<file path="src/rtl/const_bank_ctrl.sv">
// const_bank_ctrl: double-buffered constant register file for the PE array.
//   The host writes a shadow bank while the PE array reads a stable active bank.
//   A commit swaps the banks at a PE-idle boundary, then copies the new active
//   bank back into the shadow so later partial updates start from current data.
//   Optional build macro CONST_BCAST_EN: an accepted write with i_bcast=1 fills
//   every shadow entry; without it i_bcast is ignored.
// Ports:
//   clk, rst_n                 clock, asynchronous active-low reset
//   i_we, i_re, i_glb_adr      host write/read strobes and global address
//   i_wdata, i_bcast           host write data and broadcast qualifier
//   i_rd_active                readback source (1 = active, 0 = shadow)
//   o_wr_ready                 shadow bank accepts writes
//   o_rdata, o_rvalid          registered readback, valid one cycle after read
//   i_commit_req, i_pe_idle    commit request pulse, PE context boundary
//   o_commit_busy              commit in progress
//   o_commit_done              one-cycle pulse at commit completion
//   o_const_data               active bank, entry 0 in the LSBs
module const_bank_ctrl #(
    parameter int DATA_W = 16,
    parameter int ENTRY = 16,
    parameter int ADR_W = 4,
    parameter int GLB_ADR_W = 16,
    parameter int HEAD_W = 4,
    parameter logic [HEAD_W-1:0] HEAD_CONST = 4'h2
) (
    input  logic                    clk,
    input  logic                    rst_n,
    input  logic                    i_we,
    input  logic                    i_re,
    input  logic [GLB_ADR_W-1:0]    i_glb_adr,
    input  logic [DATA_W-1:0]       i_wdata,
    input  logic                    i_bcast,
    input  logic                    i_rd_active,
    output logic                    o_wr_ready,
    output logic [DATA_W-1:0]       o_rdata,
    output logic                    o_rvalid,
    input  logic                    i_commit_req,
    input  logic                    i_pe_idle,
    output logic                    o_commit_busy,
    output logic                    o_commit_done,
    output logic [ENTRY*DATA_W-1:0] o_const_data
);
    typedef enum logic [2:0] {IDLE, PEND, SWAP, COPY, DONE} state_t;
    state_t state_q;
    logic bank_sel_q;
    logic [ADR_W-1:0] cnt_q;
    logic [DATA_W-1:0] bank_q [2][ENTRY];
    logic hit;
    logic wr_acc;
    logic rd_acc;
    logic [ADR_W-1:0] idx;
    logic [GLB_ADR_W-HEAD_W-ADR_W-1:0] unused_adr;
    assign hit = i_glb_adr[GLB_ADR_W-1 -: HEAD_W] == HEAD_CONST;
    assign idx = i_glb_adr[ADR_W-1:0];
    assign unused_adr = i_glb_adr[GLB_ADR_W-HEAD_W-1:ADR_W];
    assign o_wr_ready = (state_q == IDLE) || (state_q == PEND);
    assign o_commit_busy = state_q != IDLE;
    assign wr_acc = i_we & hit & o_wr_ready;
    assign rd_acc = i_re & hit;
`ifndef CONST_BCAST_EN
    logic unused_bcast;
    assign unused_bcast = i_bcast;
`endif
    for (genvar g = 0; g < ENTRY; g++) begin : g_out
        assign o_const_data[g*DATA_W +: DATA_W] = bank_q[bank_sel_q][g];
    end
    always_ff @(posedge clk or negedge rst_n) begin
        if (!rst_n) begin
            state_q <= IDLE;
            bank_sel_q <= 1'b0;
            cnt_q <= '0;
            o_commit_done <= 1'b0;
        end else begin
            o_commit_done <= 1'b0;
            case (state_q)
                IDLE: if (i_commit_req) state_q <= PEND;
                PEND: if (i_pe_idle) state_q <= SWAP;
                SWAP: begin
                    bank_sel_q <= ~bank_sel_q;
                    cnt_q <= '0;
                    state_q <= COPY;
                end
                COPY: begin
                    cnt_q <= cnt_q + 1'b1;
                    if (cnt_q == ADR_W'(ENTRY - 1)) begin
                        state_q <= DONE;
                        o_commit_done <= 1'b1;
                    end
                end
                DONE: state_q <= IDLE;
                default: state_q <= IDLE;
            endcase
        end
    end
    // Host writes and the copy-back never overlap: o_wr_ready is low in COPY.
    always_ff @(posedge clk or negedge rst_n) begin
        if (!rst_n) begin
            for (int b = 0; b < 2; b++)
                for (int e = 0; e < ENTRY; e++)
                    bank_q[b][e] <= '0;
            o_rdata <= '0;
            o_rvalid <= 1'b0;
        end else begin
            o_rvalid <= rd_acc;
            if (rd_acc) o_rdata <= bank_q[i_rd_active ? bank_sel_q : ~bank_sel_q][idx];
            if (wr_acc) begin
`ifdef CONST_BCAST_EN
                if (i_bcast)
                    for (int e = 0; e < ENTRY; e++)
                        bank_q[~bank_sel_q][e] <= i_wdata;
                else
                    bank_q[~bank_sel_q][idx] <= i_wdata;
`else
                bank_q[~bank_sel_q][idx] <= i_wdata;
`endif
            end
            if (state_q == COPY) bank_q[~bank_sel_q][cnt_q] <= bank_q[bank_sel_q][cnt_q];
        end
    end
endmodule

</file>
<file path="config.mk">
export PLATFORM = sky130hd
export DESIGN_NAME = const_bank_ctrl
export DESIGN_NICKNAME = d
export VERILOG_FILES = /design/src/rtl/const_bank_ctrl.sv
export SDC_FILE = /design/constraint.sdc
export NUM_CORES = 2
export LEC_CHECK = 0
export BUFFER_PORTS_ARGS = -buffer_cell sky130_fd_sc_hd__buf_2
export CORE_UTILIZATION = 65
export DETAILED_ROUTE_END_ITERATION = 16
export PLACE_DENSITY = 0.86
export SYNTH_ARGS = -nofsm -noshare
export SYNTH_HDL_FRONTEND = slang
export SYNTH_SLANG_ARGS = --single-unit
</file>
<file path="constraint.sdc">
create_clock -name clk -period 5.9 [get_ports clk]
set_clock_uncertainty 0.2 [all_clocks]
set_input_delay 0.59 -clock clk [delete_from_list [all_inputs] [get_ports clk]]
set_output_delay 0.59 -clock clk [all_outputs]
set_load 0.005 [all_outputs]
</file>
Word-level counts from Yosys, hierarchy flattened
Cells that the tools add are included.
{"block": "word_totals", "register_bits": 538, "wordCells": 104}
{"block": "classes", "reduce_logical": 8, "n_mux": 32, "bitwise_logic": 9, "n_addsub": 1, "magnitude_cmp": 8, "n_eq_ne": 8}
{"cell": "256-bit two-way mux", "count": 8}
{"cell": "512-bit bitwise mux", "count": 2}
{"cell": "512-bit two-way mux", "count": 2}
{"cell": "256-bit demux with 1-bit select", "count": 2}
{"cell": "16-bit binary-select mux with 4-bit select", "count": 2}
{"cell": "16-bit demux with 4-bit select", "count": 2}
{"cell": "16-bit two-way mux", "count": 6}
{"cell": "3-bit case mux with 4 select lines", "count": 1}
{"cell": "5-bit greater-or-equal comparator, second input constant", "count": 2}
{"cell": "5-bit by 1-bit < comparator with 1-bit output, second input constant", "count": 2}
{"cell": "4-bit inverter with 5-bit output", "count": 2}
{"cell": "3-bit two-way mux", "count": 3}
{"cell": "4-bit case mux with 2 select lines", "count": 1}
{"cell": "3-bit by 2-bit equality test with 1-bit output, second input constant", "count": 2}
{"cell": "2-bit greater-or-equal comparator, second input constant", "count": 3}
{"cell": "2-bit != test, second input constant", "count": 3}
{"cell": "1-bit inverter with 2-bit output", "count": 3}
{"cell": "4-bit by 1-bit adder with 4-bit output, second input constant", "count": 1}
{"cell": "4-bit by 2-bit equality test with 1-bit output, second input constant", "count": 1}
{"cell": "4-bit equality test, second input constant", "count": 1}
{"cell": "1-bit bitwise AND", "count": 3}
{"cell": "3-bit by 1-bit equality test with 1-bit output, second input constant", "count": 1}
{"cell": "1-bit logical AND", "count": 3}
{"cell": "3-bit zero test", "count": 1}
{"cell": "7 further kinds", "count": 9}

Longest topological paths before layout
{"block": "depth", "word_depth": 11, "ltp_mapped": 12}

Worst setup path before layout
Ideal clock, no wire load.
{"block": "synth_path", "kind": "register -> register", "from": "register cnt_q[0]", "to": "register bank_q[279] (netlist name)", "setup_time_ps": 137, "setup_slack_ps": 2859, "t_arrival_ps": 2704, "n_path_buf": 7, "required_ps": 5563, "stages_incl_launch_ff": 13, "path_cell_list": "dfrtp_1 > buf_2 > inv_1 > buf_2 > clkbuf_1 > buf_1 > ha_1 > clkbuf_1 > and2_1 > clkbuf_1 > nand3_1 > buf_2 > mux2i_1"}
{"block": "synth_via", "elab_chain_cells": 9, "elab_cells_between_ends": 13}
{"item": "start: declaration", "line_no": "46", "source": "logic [ADR_W-1:0] cnt_q;"}
{"item": "start signal: assignment", "line_no": "84", "source": "cnt_q <= cnt_q + 1'b1;"}
{"item": "4-bit inverter with 5-bit output (*)", "line_no": "117", "source": "if (state_q == COPY) bank_q[~bank_sel_q][cnt_q] <= bank_q[bank_sel_q][cnt_q];"}
{"item": "5-bit greater-or-equal comparator (implied by the code) or 5-bit by 1-bit < comparator with 1-bit output (tied branches)", "line_no": "117"}
{"item": "1-bit logical AND (implied by the code)", "line_no": "117"}
{"item": "16-bit two-way mux (implied by the code)", "line_no": "117"}
{"item": "16-bit demux with 4-bit select", "line_no": "117"}
{"item": "256-bit two-way mux (implied by the code)", "line_no": "117"}
{"item": "256-bit demux with 1-bit select", "line_no": "117"}
{"item": "512-bit bitwise mux (*)", "line_no": "117"}
{"item": "512-bit two-way mux (*)", "line_no": "117"}
{"item": "end signal: indexed assignment", "line_no": "114", "source": "bank_q[~bank_sel_q][idx] <= i_wdata;"}
{"item": "end signal: indexed assignment", "line_no": "117"}
{"item": "end: declaration", "line_no": "47", "source": "logic [DATA_W-1:0] bank_q [2][ENTRY];"}
Mark *: on every way between the ends. The rest lies on a longest branch, timed or not. The select of a mux whose other input is x is not followed.
A chain may end at the register's enable or synchronous reset.

Worst setup path in the final report
{"block": "layout_path", "from": "register bank_sel_q", "to": "register bank_q[169] (netlist name)"}
{"block": "layout_via", "elab_chain_cells": 10, "elab_cells_between_ends": 20}
{"item": "start: declaration", "line_no": "45", "source": "logic bank_sel_q;"}
{"item": "start signal: assignment", "line_no": "79", "source": "bank_sel_q <= ~bank_sel_q;"}
{"item": "branches (longest 9 deep; another with 512-bit bitwise mux)"}
{"item": "512-bit two-way mux (*)", "line_no": "117"}
Mark *: on every way between the ends. The select of a mux whose other input is x is not followed.

==> Flow_metrics.wiki <==
{| class="wikitable"
! Metric !! Value
|-
| Post-layout minimum cycle time || 4079 ps
|-
| Clock slew at reported path FFs || 60 ps
|-
| Number of standard-cell rows in the floorplan || 89
|-
| # nets final || 3614
|-
| # DRC || 0
|-
| Startpoint-to-endpoint class of the critical path || register to register
|-
| Vias per inst || 7.189
|-
| Slowest cell on the critical path || sky130_fd_sc_hd__nor2_2
|-
| CTS H-Tree Depth || 2
|-
| Die extent in y || 248.0 um
|-
| Ys async rst share || 100.0%
|-
| Number of global-route vias before repair || 30990
|-
| Number of post-CTS setup repair buffers || 0
|-
| Areal power density over the cells || 523.2 mW/mm^2
|-
| Unrepaired setup endpoints after global routing || no
|-
| Max Cap Viol || 0
|-
| Run status || finished, final reports clean
|-
| Yosys reg bits || 538
|-
| Family with the most delay on the worst path || multiplexers
|-
| Gpl congestion || 0.9172
|-
| Clock Power Share || 17.2%
|-
| Antenna violations before repair || 3
|-
| Switching power || 9.832 mW
|-
| Post-synthesis cell count || 3487
|-
| Internal power of the cells || 12.67 mW
|-
| Path category of the worst min-delay check || input port to register
|-
| Switching share of power || 43.69%
|-
| Leading area contributor after synthesis || sky130_fd_sc_hd__dfrtp_1
|-
| Detailed-routing iteration count for the pre-antenna-repair pass || 6
|-
| Delay of the slowest cell on the worst path || 940 ps
|-
| Relative area change from synthesis to final layout || 9.327%
|-
| Clock sink count || 538
|-
| Post-detailed-placement half-perimeter wirelength || 81.52 mm
|-
| Core region area || 0.05946 sq mm
|-
| Number of CTS-inserted buffers || 59
|-
| Critical Path End Type || register
|-
| Req. time, crit path || 6160 ps
|-
| Post-Route WL || 129.4 mm
|-
| Clock latency reported for the late side of the worst-skew pair || 660 ps
|-
| Accumulated negative setup slack || 0 ps
|-
| Maximum number of pins on one net before global-route repair || 157
|-
| Biggest area contributors in the synthesized netlist || sky130_fd_sc_hd__dfrtp_1 (34%), sky130_fd_sc_hd__mux2i_1 (32%), sky130_fd_sc_hd__mux2_2 (9.0%), sky130_fd_sc_hd__mux4_2 (5.2%), sky130_fd_sc_hd__nand3b_1 (4.9%)
|-
| Via count || 31590
|-
| Clock tree from TritonCTS || built
|-
| Element type at the critical path start || register
|-
| Crit path buffers/inverters || 1
|-
| Drt initial violations || 4007
|-
| Post-route ant nets || 0
|-
| Hold Fails Final Rpt || 0
|-
| # setup viols final || 0
|-
| Area share of the largest cell type after synthesis || 34.22%
|-
| Post-synth EDFFs || 0
|-
| Worst-path fanout max || 48
|-
| Wire length per cell || 29.45 um
|-
| Period utilization || 69.13%
|-
| Starting density of the core || 66.17%
|-
| First-pass GRT wire length || 193.1 mm
|-
| Pin slew with the least headroom to its limit || 1380 ps
|-
| Clock buffer depth || 3
|-
| Pins Over Slew Limit || 0
|-
| Number of placed I/O pins || 316
|-
| Worst slack on hold paths || 42.17 ps
|-
| FMAX || 0.2452 GHz
|-
| Share of post-route cells with drive strength above 1 || 26.77%
|-
| Quantity of I/O buffers inserted on ports || 306
|-
| Yosys warning total || 0
|-
| Cell seen most often among critical-path stages || sky130_fd_sc_hd__mux2i_1
|-
| Synthesized netlist net count || 3531
|-
| Max-slew headroom || 6.828%
|-
| Dominant register cell in the synthesized netlist || sky130_fd_sc_hd__dfrtp_1
|-
| Cell at the root of the clock tree || sky130_fd_sc_hd__clkbuf_16
|-
| VDD IR max || 0.5988 mV
|-
| Arrival time at the worst endpoint || 4340 ps
|-
| Cell chain of the critical path || buf_4 > mux4_2 > mux2i_1 > o22ai_1 > nor2_2 > mux2i_1
|-
| Pre-CTS WS || 1947 ps
|-
| Die width || 248.0 um
|-
| Register share of total power || 30.3%
|-
| Synthesized area || 0.03935 sq mm
|-
| Proportion of synthesized chip area in sequential cells || 34.22%
|-
| Aggregate global-route resource usage || 41.77%
|-
| Count of cell types in the netlist || 45
|-
| Synthesized area per cell || 11.28 sq um
|-
| Logic pwr share || 52.6%
|-
| Post-route worst setup slack || 1821 ps
|-
| Leakage power figure || 18.37 nW
|-
| Die area || 0.06152 sq mm
|-
| Overflow left after global routing || 0
|}
[cell usage after synthesis (all sizes together), types with 5 or more instances]
| library cell | instances |
|---|---|
| and2 | 5 |
| nor3 | 6 |
| a21oi | 31 |
| nand3 | 133 |
| nor3b | 129 |
| nand2 | 66 |
| mux2 | 315 |
| o22ai | 13 |
| nor2 | 75 |
| dfrtp | 538 |
| nand3b | 258 |
| o41ai | 64 |
| o21ai | 47 |
| nand4 | 8 |
| nand2b | 5 |
| inv | 8 |
| buf | 179 |
| mux4 | 90 |
| mux2i | 1252 |
| nor2b | 5 |
| a41oi | 16 |
| a21o | 17 |
| clkbuf | 206 |
[layer usage]
metal  routed length [um]  global-route usage, %  vias up
li1                     -                      -    13230
met5                   22                      0        -
met2                57440                  62.31     2097
met4                 8066                  23.76        4
met1                48830                  55.24    15760
met3                15050                  10.83      505
[worst paths after layout]
| kind | slack [ps] | endpoint | cells after the start | from |
|---|---|---|---|---|
| worst max-delay path | 1820 | bank_q[169] | 6 | bank_sel_q |
| worst min-delay path | 40 | state_q[0] | 3 | i_pe_idle |
| worst max register to register | 1820 | bank_q[169] | 6 | bank_sel_q |
| worst min register to register | 270 | o_rdata[0] | 1 | o_rdata[0] |
| max in group asynchronous | 3840 | bank_q[375] | 3 | rst_n |
| min in group asynchronous | 280 | bank_q[466] | 2 | rst_n |
[stage by stage]
stage                     util, %  total power [mW]  instances  area [sq um]
final                       72.34             22.51       4394         43020
after CTS                   72.34             22.15       4393         43010
after global routing        72.34             23.43       4394         43020
after global placement      68.96             17.86       4281         41010
after floorplan                 -             14.19       3487         39350
after detailed placement    68.96             18.24       4281         41010
[layout make-up]
cell class / count / area [sq um]
clock inverters: 20 / 136.4
repair buffers: 407 / 2472
multi-input cells: 2556 / 24070
well taps: 773 / 967.2
inverters: 8 / 30.03
diodes: 1 / 2.502
clock buffers: 91 / 1859
flip-flops and latches: 538 / 13470
fillers: 4234 / 16450
[flip-flops by register name, indices dropped and copies added, names as in the netlist]
name,flops
bank_q,512
cnt_q,4
state_q,3
o_rvalid,1
bank_sel_q,1
o_rdata,16
o_commit_done,1
[worst min-delay path: cells and delay by family]
kind	cells	cell delay, ps
buffers and inverters	1	90
AOI/OAI and AO/OA	2	170
[timing repair]
| item | CTS | global route |
|---|---|---|
| resized for setup | 0 | 0 |
| endpoints found under the hold margin | 64 | 0 |
| hold buffers | 1 | 0 |
[placed cells by master (no fill, tap or decap), types with 12 or more instances in the layout]
master                      netlist  routed
sky130_fd_sc_hd__nor2_4          12      12
sky130_fd_sc_hd__a41oi_1         16      16
sky130_fd_sc_hd__nor2_1          43      39
sky130_fd_sc_hd__nor3b_1        129     129
sky130_fd_sc_hd__nor2_2          20      24
sky130_fd_sc_hd__clkbuf_16        0      61
sky130_fd_sc_hd__buf_4           10      88
sky130_fd_sc_hd__buf_12           0      12
sky130_fd_sc_hd__clkbuf_8         0      22
sky130_fd_sc_hd__a21o_1          17      17
sky130_fd_sc_hd__a21oi_1         31      24
sky130_fd_sc_hd__nand2_1         66      66
sky130_fd_sc_hd__mux4_2          90      90
sky130_fd_sc_hd__buf_2          118     303
sky130_fd_sc_hd__nand3_1        133     133
sky130_fd_sc_hd__dfrtp_1        538     535
sky130_fd_sc_hd__o21ai_0         44      44
sky130_fd_sc_hd__nand3b_1       258     258
sky130_fd_sc_hd__o41ai_1         64      64
sky130_fd_sc_hd__o22ai_1         13      13
sky130_fd_sc_hd__mux2_2         315     315
sky130_fd_sc_hd__mux2i_1       1252    1252
sky130_fd_sc_hd__clkinv_2         0      16
[power by group through the flow]
stage                     clock, mW  sequential [mW]  combinational, mW
after floorplan                   0             6.13               8.05
after global placement            0             6.68               11.2
after detailed placement          0             6.78               11.5
after CTS                      3.85             6.74               11.6
after global routing           3.99             7.00               12.4
final                          3.86             6.81               11.8
[cell families (layout without fill, tap and decap cells)]
group                    count (synthesis)  in the layout  synth area share (%)
multiplexers                          1657           1657                 46.02
AND/OR/NAND/NOR                        697            697                 11.39
buffers and inverters                  393            526                 4.735
adder cells (fa/ha/maj)                  4              4                0.1272
AO/OA/AOI/OAI                          196            196                 3.473
XOR/XNOR                                 2              2               0.04453
flip-flops                             538            538                 34.22
other                                    0              1                     0
Power figures use the tool's default switching activity.
